--- src/rtl/polybius_pkg.sv ---
// Shared definitions for the Polybius stream cipher.
// - The "DANIEL"-keyed 5x5 square, with J folded onto I. It is held as a
//   26-entry letter->code table and a 25-entry square for code->letter.
// - ASCII bounds, the FSM state type and the lookup result struct.
// Codes are decimal row*10+col, each digit 1..5 (D=11 ... Z=55).
package polybius_pkg;

  localparam logic [7:0] ASCII_A = 8'h41;
  localparam logic [7:0] ASCII_Z = 8'h5A;

  typedef enum logic [1:0] {
    ST_IDLE = 2'd0,
    ST_LOAD = 2'd1,
    ST_RUN  = 2'd2
  } state_e;

  typedef struct packed {
    logic       vld;
    logic [7:0] val;
  } lut_res_t;

  // Indexed by letter - 'A'. J shares I's code.
  localparam logic [7:0] CODE_TABLE [26] = '{
    8'd12, 8'd22, 8'd23, 8'd11, 8'd15, 8'd24, 8'd25, 8'd31, 8'd14,
    8'd14, 8'd32, 8'd21, 8'd33, 8'd13, 8'd34, 8'd35, 8'd41, 8'd42,
    8'd43, 8'd44, 8'd45, 8'd51, 8'd52, 8'd53, 8'd54, 8'd55
  };

  // Row-major square. Index (row-1)*5 + (col-1).
  localparam logic [7:0] SQUARE [25] = '{
    "D", "A", "N", "I", "E",
    "L", "B", "C", "F", "G",
    "H", "K", "M", "O", "P",
    "Q", "R", "S", "T", "U",
    "V", "W", "X", "Y", "Z"
  };

  function automatic logic is_letter(input logic [7:0] c);
    return (c >= ASCII_A) && (c <= ASCII_Z);
  endfunction

  function automatic lut_res_t letter_to_code(input logic [7:0] c);
    lut_res_t   r;
    logic [4:0] off;
    off   = 5'(c - ASCII_A);
    r.vld = is_letter(c);
    r.val = r.vld ? CODE_TABLE[off] : 8'd0;
    return r;
  endfunction

  // A code is only a letter if both decimal digits lie in 1..5.
  function automatic lut_res_t code_to_letter(input logic [7:0] code);
    lut_res_t   r;
    logic [7:0] tens;
    logic [7:0] units;
    logic [4:0] idx;
    tens  = code / 8'd10;
    units = code % 8'd10;
    r.vld = (tens >= 8'd1) && (tens <= 8'd5) && (units >= 8'd1) && (units <= 8'd5);
    idx   = 5'((tens - 8'd1) * 8'd5 + (units - 8'd1));
    r.val = r.vld ? SQUARE[idx] : 8'd0;
    return r;
  endfunction

endpackage

--- src/rtl/polybius_lut.sv ---
// Combinational Polybius lookup in either direction.
// Ports:
//   enc_i  : 1 = letter->code, 0 = code->letter
//   data_i : ASCII letter or decimal code
//   data_o : code or letter; 0 when invalid
//   vld_o  : input was a legal letter / code
module polybius_lut
  import polybius_pkg::*;
(
  input  logic       enc_i,
  input  logic [7:0] data_i,
  output logic [7:0] data_o,
  output logic       vld_o
);

  lut_res_t res;

  always_comb begin
    res = enc_i ? letter_to_code(data_i) : code_to_letter(data_i);
  end

  assign data_o = res.val;
  assign vld_o  = res.vld;

endmodule

--- src/rtl/polybius_stream_cipher.sv ---
// Streaming Polybius cipher. Each byte is encrypted or decrypted against a
// serially loaded secret, one byte per cycle with a latency of one.
// Ports:
//   i_w_clk, i_w_rst_n            : clock, async active-low reset
//   i_w_key_start/valid/data/last : secret load stream (restart + bytes)
//   o_w_key_loaded, o_r_key_err   : secret usable / sticky load error
//   i_w_in_valid/data/mode/last, o_w_in_ready     : text/cipher input
//   o_r_out_valid/data/last/err, i_w_out_ready    : registered result
module polybius_stream_cipher
  import polybius_pkg::*;
#(
  parameter int p_secret_max_length = 16,
  parameter int p_lut_registered    = 0
) (
  input  logic       i_w_clk,
  input  logic       i_w_rst_n,
  input  logic       i_w_key_start,
  input  logic       i_w_key_valid,
  input  logic [7:0] i_w_key_data,
  input  logic       i_w_key_last,
  output logic       o_w_key_loaded,
  output logic       o_r_key_err,
  input  logic       i_w_in_valid,
  output logic       o_w_in_ready,
  input  logic [7:0] i_w_in_data,
  input  logic       i_w_in_mode,
  input  logic       i_w_in_last,
  output logic       o_r_out_valid,
  input  logic       i_w_out_ready,
  output logic [7:0] o_r_out_data,
  output logic       o_r_out_last,
  output logic       o_r_out_err
);

  localparam int IW = (p_secret_max_length > 1) ? $clog2(p_secret_max_length) : 1;
  localparam int LW = $clog2(p_secret_max_length + 1);

  generate
    if (p_lut_registered != 0) begin : g_lut_reg_reserved
      $error("p_lut_registered = 1 is reserved; only 0 is implemented");
    end
  endgenerate

  state_e        state_q;
  logic [7:0]    key_q [p_secret_max_length];
  logic [LW-1:0] key_len_q;
  logic          key_err_q;
  logic [IW-1:0] kidx_q;
  logic          out_valid_q, out_last_q, out_err_q;
  logic [7:0]    out_data_q;

  // Lookups: key letter -> code, and data letter -> code or difference -> letter.
  logic [7:0] key_code, dec_diff, data_lut_in, data_lut_out;
  logic       key_code_vld, data_lut_vld;

  assign dec_diff    = i_w_in_data - key_code;
  assign data_lut_in = i_w_in_mode ? i_w_in_data : dec_diff;

  polybius_lut u_key_lut (
    .enc_i  (1'b1),
    .data_i (key_q[kidx_q]),
    .data_o (key_code),
    .vld_o  (key_code_vld)
  );

  polybius_lut u_data_lut (
    .enc_i  (i_w_in_mode),
    .data_i (data_lut_in),
    .data_o (data_lut_out),
    .vld_o  (data_lut_vld)
  );

  logic       res_err;
  logic [7:0] res_data;

  // The unsigned difference wraps on underflow, so underflow is flagged
  // before the digit check.
  always_comb begin
    res_err  = !key_code_vld || !data_lut_vld ||
               (!i_w_in_mode && (i_w_in_data < key_code));
    res_data = 8'd0;
    if (!res_err) res_data = i_w_in_mode ? (data_lut_out + key_code) : data_lut_out;
  end

  logic accept, kidx_wrap, key_wr_ok;

  assign o_w_key_loaded = (state_q == ST_RUN);
  assign o_w_in_ready   = (state_q == ST_RUN) && (!out_valid_q || i_w_out_ready);
  assign accept         = i_w_in_valid && o_w_in_ready;
  assign kidx_wrap      = (LW'(kidx_q) == key_len_q - LW'(1));
  assign key_wr_ok      = (key_len_q < LW'(p_secret_max_length)) && is_letter(i_w_key_data);

  // Key FSM and key RAM. key_start wins over everything, in every state.
  always_ff @(posedge i_w_clk or negedge i_w_rst_n) begin
    if (!i_w_rst_n) begin
      state_q   <= ST_IDLE;
      key_len_q <= '0;
      key_err_q <= 1'b0;
      for (int i = 0; i < p_secret_max_length; i++) key_q[i] <= 8'd0;
    end else if (i_w_key_start) begin
      state_q   <= ST_LOAD;
      key_len_q <= '0;
      key_err_q <= 1'b0;
    end else if (state_q == ST_LOAD && i_w_key_valid) begin
      if (!key_wr_ok) begin
        state_q   <= ST_IDLE;
        key_err_q <= 1'b1;
      end else begin
        key_q[key_len_q[IW-1:0]] <= i_w_key_data;
        key_len_q                <= key_len_q + LW'(1);
        if (i_w_key_last) state_q <= ST_RUN;
      end
    end
  end

  // Output stage and key index. A new key drops any pending result.
  always_ff @(posedge i_w_clk or negedge i_w_rst_n) begin
    if (!i_w_rst_n) begin
      out_valid_q <= 1'b0;
      out_data_q  <= 8'd0;
      out_last_q  <= 1'b0;
      out_err_q   <= 1'b0;
      kidx_q      <= '0;
    end else if (i_w_key_start) begin
      out_valid_q <= 1'b0;
      kidx_q      <= '0;
    end else if (accept) begin
      out_valid_q <= 1'b1;
      out_data_q  <= res_data;
      out_last_q  <= i_w_in_last;
      out_err_q   <= res_err;
      kidx_q      <= (i_w_in_last || kidx_wrap) ? '0 : kidx_q + IW'(1);
    end else if (i_w_out_ready) begin
      out_valid_q <= 1'b0;
    end
  end

  assign o_r_key_err   = key_err_q;
  assign o_r_out_valid = out_valid_q;
  assign o_r_out_data  = out_data_q;
  assign o_r_out_last  = out_last_q;
  assign o_r_out_err   = out_err_q;

endmodule

--- config.mk ---
export PLATFORM = sky130hd
export DESIGN_NAME = polybius_stream_cipher
export DESIGN_NICKNAME = d
export VERILOG_FILES = /design/src/rtl/polybius_pkg.sv /design/src/rtl/polybius_lut.sv /design/src/rtl/polybius_stream_cipher.sv
export SDC_FILE = /design/constraint.sdc
export NUM_CORES = 1
export LEC_CHECK = 0
export CORE_MARGIN = 5
export CORE_UTILIZATION = 30
export CTS_CLUSTER_SIZE = 24
export DETAILED_ROUTE_END_ITERATION = 8
export SETUP_SLACK_MARGIN = 0.15
export SKIP_CTS_REPAIR_TIMING = 1
export SLEW_MARGIN = 15
export SYNTH_ARGS = -nofsm -noshare
export SYNTH_HDL_FRONTEND = slang
export SYNTH_SLANG_ARGS = --single-unit
export TNS_END_PERCENT = 30
--- constraint.sdc ---
create_clock -name i_w_clk -period 27 [get_ports i_w_clk]
set_clock_uncertainty 0.2 [all_clocks]
set_input_delay 4.05 -clock i_w_clk [delete_from_list [all_inputs] [get_ports i_w_clk]]
set_output_delay 4.05 -clock i_w_clk [all_outputs]
set_load 0.01 [all_outputs]
### Yosys cells after proc, flatten, opt, wreduce, memory -nomap -nowiden

Memories as Yosys holds them, arrays and structs flattened.
Cells that the tools add are included.

* latch bits: 0
* bits in read-only memories: 768
* input port bits: 25
* register bits after elaboration: 151
* logic and storage cells: 133
* memory bits (writable): 0
* memories: 3

* shift-type cells: 0
* multiply operators: 1
* reduce and logical (&&, ||, !) cells: 29
* divide/modulo/power cells: 2
* $add $sub $neg: 10
* mux-type cells: 35
* magnitude comparators: 18
* bitwise logic cells: 6
* equal/unequal tests: 5

Memory list
* (no name shown): words 32, width 8, read ports 1, clocked after Yosys merged registers in 0, wr ports 0, line polybius_pkg.sv:47 `r.val = r.vld ? CODE_TABLE[off] : 8'd0;`
* (no name shown): words 32, width 8, read ports 1, clocked after Yosys merged registers in 0, wr ports 0, line polybius_pkg.sv:47
* (no name shown): words 32, width 8, read ports 1, clocked after Yosys merged registers in 0, wr ports 0, line polybius_pkg.sv:61 `r.val = r.vld ? SQUARE[idx] : 8'd0;`

Operators by type and width (number)
* 128-bit bitwise mux: 1
* 8-bit two-way mux: 15
* 8-bit binary-select mux with 4-bit select: 1
* 8-bit demux with 4-bit select: 1
* 8-bit by 7-bit greater-or-equal comparator with 1-bit output (second input constant): 3
* 8-bit by 7-bit less-or-equal comparator with 1-bit output (second input constant): 3
* 5-bit by 1-bit subtractor with 5-bit output (second input constant): 4
* 6-bit greater-or-equal comparator (second input constant): 3
* 5-bit NOT with 6-bit output: 3
* 8-bit by 1-bit greater-or-equal comparator with 1-bit output (second input constant): 2
* 8-bit by 3-bit less-or-equal comparator with 1-bit output (second input constant): 2
* 5-bit two-way mux: 3
* 1-bit logical AND: 12
* 4-bit two-way mux: 3
* 5-bit greater-or-equal comparator (second input constant): 2
* 4-bit NOT with 5-bit output: 2
* 9-bit two-way mux: 1
* 8-bit adder: 1
* 8-bit by 4-bit divider with 8-bit output (second input constant): 1
* 8-bit < comparator: 1
* 8-bit by 4-bit remainder unit with 8-bit output (second input constant): 1
* 8-bit by 3-bit multiplier with 5-bit output (second input constant): 1
* 2-bit two-way mux: 4
* 2-bit AND reduction: 4
* 19 further kinds: 32

### Logic depth before layout (Yosys ltp)

* word-level depth: 26
* mapped depth: 67
* mapped depth without buffers: 63

### Hierarchy

A second synthesis with hierarchy kept.

* cell total of the unflattened synthesis: 1170
* area, all modules: 11629.9 µm²

Modules (own cells, without submodules)
* polybius_stream_cipher: times used 1, cells an instance 649, area each 7795.0 µm², sequential area each 3778.6 µm²
* polybius_lut (u_data_lut): times used 1, cells an instance 251, area each 1928.1 µm², sequential area each 0.0 µm²
* polybius_lut (u_key_lut): times used 1, cells an instance 270, area each 1906.8 µm², sequential area each 0.0 µm²

### Worst setup path before layout

No wires, ideal clock.

* path kind: input port to flip-flop
* from: in i_w_in_data[0]
* to: reg out_data_q[5] (netlist: o_r_out_data[5])
* slack: 14.073 ns
* path buffers: 1
* arrival: 12.651 ns
* data required time: 26.724 ns
* cell stages on the path: 48
* path through: inv_1 -> ha_1 -> inv_1 -> fa_1 -> a211oi_1 -> o21ai_1 -> a32o_2 -> inv_2 -> ha_1 -> inv_1 -> maj3_1 -> nand2_1 -> nand4_2 -> a311oi_2 -> buf_6 -> xnor2_2 -> inv_2 -> ha_1 -> [... 12 more ...] -> ha_1 -> a21o_1 -> a21oi_1 -> xnor2_1 -> xnor2_1 -> xnor2_2 -> xnor2_2 -> xnor2_2 -> mux2i_1 -> o21ai_1 -> ha_1 -> a21o_1 -> a21o_1 -> a21o_1 -> a21oi_1 -> xnor2_1 -> nand2_1 -> o21ai_1

* longest elaborated chain between the ends: 15

Ends and longest elaborated chain
* from (decl): line polybius_stream_cipher.sv:25 `input logic [7:0] i_w_in_data,`
* 8-bit subtractor: line polybius_stream_cipher.sv:56 `assign dec_diff = i_w_in_data - key_code;`
* 8-bit two-way mux: line polybius_stream_cipher.sv:57 `assign data_lut_in = i_w_in_mode ? i_w_in_data : dec_diff;`
* 8-bit by 4-bit divider with 8-bit output: line polybius_pkg.sv:57 `tens = code / 8'd10;`
* 8-bit by 1-bit subtractor with 8-bit output: line polybius_pkg.sv:60 `idx = 5'((tens - 8'd1) * 8'd5 + (units - 8'd1));`
* 8-bit by 3-bit multiplier with 5-bit output: line polybius_pkg.sv:60
* 5-bit adder: line polybius_pkg.sv:60
* 5-bit NOT with 6-bit output (implied by the code): line polybius_pkg.sv:61
* memory 32 x 8 bit
* 8-bit two-way mux (implied by the code) (2 in series): line polybius_pkg.sv:61
* 8-bit two-way mux: line polybius_pkg.sv:61
* 9-bit two-way mux: line polybius_lut.sv:19 `res = enc_i ? letter_to_code(data_i) : code_to_letter(data_i);`
* 8-bit adder: line polybius_stream_cipher.sv:82 `if (!res_err) res_data = i_w_in_mode ? (data_lut_out + key_code) : data_lut_out;`
* 8-bit two-way mux: line polybius_stream_cipher.sv:82
* 8-bit two-way mux (*): line polybius_stream_cipher.sv:82
* to (signal assigned): line polybius_stream_cipher.sv:129 `out_data_q <= res_data;`
* to (decl): line polybius_stream_cipher.sv:50 `logic [7:0] out_data_q;`

Mark *: on every way between the ends. The rest lies on a longest branch, timed or not. The select of a mux whose other input is x is not followed.
A chain may end at the register's enable or synchronous reset.

### Final worst setup path

* from: reg kidx_q[0]
* to: reg out_data_q[5] (netlist: o_r_out_data[5])

* longest elaborated chain between the ends: 25

Ends and longest elaborated chain
* from (decl): line polybius_stream_cipher.sv:48 `logic [IW-1:0] kidx_q;`
* from (signal assigned): line polybius_stream_cipher.sv:132 `kidx_q <= (i_w_in_last || kidx_wrap) ? '0 : kidx_q + IW'(1);`
* 4-bit NOT with 5-bit output (implied by the code) (*): line polybius_stream_cipher.sv:61 `.data_i (key_q[kidx_q]),`
* 8-bit binary-select mux with 4-bit select (*): line polybius_stream_cipher.sv:61
* 8-bit two-way mux (implied by the code) (*) (2 in series): line polybius_stream_cipher.sv:61
* 5-bit by 1-bit subtractor with 5-bit output: line polybius_pkg.sv:45 `off = 5'(c - ASCII_A);`
* 5-bit NOT with 6-bit output (implied by the code): line polybius_pkg.sv:47
* memory 32 x 8 bit
* 8-bit two-way mux (implied by the code) (2 in series): line polybius_pkg.sv:47
* 8-bit two-way mux: line polybius_pkg.sv:47
* [... 6 more ...]
* 5-bit NOT with 6-bit output (implied by the code): line polybius_pkg.sv:61
* memory 32 x 8 bit
* 8-bit two-way mux (implied by the code) (2 in series): line polybius_pkg.sv:61
* 8-bit two-way mux: line polybius_pkg.sv:61
* 9-bit two-way mux: line polybius_lut.sv:19
* 8-bit adder: line polybius_stream_cipher.sv:82
* 8-bit two-way mux: line polybius_stream_cipher.sv:82
* 8-bit two-way mux (*): line polybius_stream_cipher.sv:82

Marks and branches as above.

==> summary.txt <==
Outcome
  • Outcome: completed

Setup path
  • Worst setup endpoint: o_r_out_data[5]
  • Crit path launch type: flop
  • R2r setup slk: about 13,000 ps
  • Crit Path Category: flop to flop
  • Crit Path Max Fanout: 50
  • Max stage delay on crit path: roughly 600 ps
  • Critical path required time: between 20,000 and 30,000 ps
  • CP endpoint kind: flop
  • Crit path from: kidx_q[0]
  • Worst R2R Path Depth: between 60 and 70
  • Critical path's most frequent cell: ha_1
  • Worst reg2reg path endpoint: o_r_out_data[5]
  • Critical-path top delay cell: xnor2_1
  • CP arrival: about 14,000 ps
  • FF-to-FF Start: kidx_q[0]

Synthesis
  • Synth Flop Type: dfrtp_1
  • Synth Register Bits: 151
  • Synthesis Warnings: 0
  • Syn Area/Cell: 10.3 um2
  • Sequential area share after synthesis: about 37%
  • Post-synth EDFFs: 0
  • Area of the mapped netlist: a little over 10,000 um2
  • Count of cell types in the netlist: 99
  • Count leader, synth: dfrtp_1
  • Cell accounting for the most synthesized area: dfrtp_1
  • Commonest cells post-synth: dfrtp_1, mux2_2, nand2_1
  • Post-synth top area share: between 30% and 40%
  • Area contributors post-synth: dfrtp_1, mux2_2, ha_1
  • Fraction of registers with async set/reset: between 90% and 100%
  • Synth Net Count: about 1,100
  • Gate Count Post-Synth: 992

Route
  • Total iterations of the first detailed-routing run: 5
  • Vias per cell: roughly 5.2
  • Vias: 7,671
  • Wirelength per Cell: 16.4 um
  • Drt initial violations: roughly 510
  • DR DRC count: 0
  • Final WL: about 24,000 um
  • DRT antenna net count: 0

Floorplan
  • Core Area: ~34,000 um2
  • Initial core utilization: 30.4%
  • Die Ht: 194 um
  • Rows: 67
  • Full die area: between 30,000 and 40,000 um2
  • Die width: just under 200 um
  • Number of I/O pins: 39

GRT
  • Initial antenna violation count: 0
  • Largest net degree at the start of global routing: around 80
  • GRT Overall Usage: approximately 13%
  • Number of global-route vias before repair: 7,699
  • Met3 GRT Util: under 10%
  • First-pass GRT wire length: 40,500 um
  • GR Layer Usage met2: 20.8%
  • Grt met1 use: approximately 18%
  • Overflow after GRT: 0
  • Gr busiest metal: met2

Job
  • Max Cap Viol: 0

Place
  • # port buffers: 38
  • RePlAce Congestion: ~0.87
  • Post-DP HPWL: roughly 17,000 um
  • Worst slack, placed: 12,720 ps

STA
  • Max-slew violations: 0
  • Final Hold Viols: 0
  • Final setup fails: 0
  • Post-route minimum period: around 14,000 ps
  • Slew @ Worst Pin: approximately 1100 ps
  • Setup TNS: 0 ps
  • Fmax: 0.0703 GHz
  • Slew HR: approximately a quarter
  • RSZ-0062 raised after global routing: no
  • Period Utilization, post-route: ~53%
  • Worst setup margin: 12,770 ps

Clock tree
  • Clock root buffer: clkbuf_16
  • Total CTS buffers: 17
  • Clock latency on the worst-skew pair: approximately 420 ps
  • H-tree depth: 4
  • CTS sink count: ~150
  • Clock buffer depth: 2
  • TritonCTS clock tree: built
  • Clk slew on worst S/H paths: ~60 ps

Finish
  • Final layout net count: between 1,000 and 1,500
  • N_diodes: 0
  • Share of cells above drive strength 1: 19.3%
  • Fillers: ~3,400
  • Synth-to-layout area growth: 13.6%

Min path
  • Type of the worst min-delay path: flop to flop
  • Hold path startpoint: key_q[14]
==> cell families (layout without fill, tap and decap cells) <==
group                      after synthesis  after routing  synth area share [%]
buffers and inverters                   80            116                  3.55
muxes                                  125            125                  14.7
DFF                                    151            151                  37.1
xor gates and xnor gates                40             40                  3.81
adders and majority gates               57             57                  7.32
AOI/OAI and AO/OA                      235            235                  16.8
and+or+nand+nor                        304            304                  16.7
==> metal layers <==
layer  share of wire, %  vias up
met5                  0        -
met4                1.5        0
met3                3.8       32
met2                 47      161
met1                 48     3774
li1                   -     3704
==> area by class of cell <==
cell class	instances	area, um2	share of cell area (%)
clock inverters	14	153	1.32
inverters	37	143	1.23
multi-input cells	761	6040	52.2
clock buffers	18	439	3.80
flip-flops and latches	151	3780	32.7
well taps	448	561	4.85
repair buffers	47	449	3.89
==> sequential cells by signal, indices dropped and copies added, names as in the netlist <==
| name | flops |
|---|---|
| key_q | 128 |
| o_r_out_err | 1 |
| o_r_out_data | 8 |
| o_r_out_last | 1 |
| key_len_q | 5 |
| state_q | 2 |
| o_r_out_valid | 1 |
| kidx_q | 4 |
| o_r_key_err | 1 |
==> worst min path at each step <==
stage	to	slack, ps	depth (start not counted)
finish	key_q[14]	260	1
global route	key_q[22]	270	1
CTS	key_q[14]	260	1
detailed placement	key_q[22]	240	1
global placement	key_q[110]	240	1
floorplan	key_q[102]	230	1
==> worst max-delay path, delay by kind of cell (launching register included) <==
| kind | cells | cell delay, ps |
|---|---|---|
| simple gates | 11 | 1680 |
| mux | 2 | 560 |
| buf+inv | 11 | 1950 |
| xor+xnor | 9 | 2010 |
| fa+ha+maj | 11 | 3520 |
| flops | 1 | 340 |
| compound gates | 19 | 3820 |
==> cell usage in the layout, fill, tap and decap left out, types with 15 or more instances in the layout <==
cell type        Yosys  layout
clkbuf_16            0      17
nor3_1              23      23
mux2_2              89      89
dfrtp_1            151     150
xnor2_1             28      28
inv_1               29      29
a21oi_1             48      48
a21o_1              15      15
nor2_1              51      51
and2_1              31      31
mux2i_1             25      25
o21ai_0             45      45
nor2b_1             22      22
clkdlybuf4s50_1      0      37
ha_1                49      49
nand2_1             69      69
nand2b_1            17      17
nand3_1             19      19
==> metrics by stage <==
step	area, um2	util, %	cells	hold WS [ps]
6_report	11600	34.5	1476	260
5_1_grt	11600	34.5	1476	272
4_1_cts	11600	34.5	1476	261
3_5_place_dp	11000	32.7	1444	244
3_3_place_gp	11000	32.7	1444	241
2_1_floorplan	10200	-	992	225
Power is left out: the tool's default activity adds up to more than one toggle a clock period on the data nets, which glitch-free logic cannot reach.
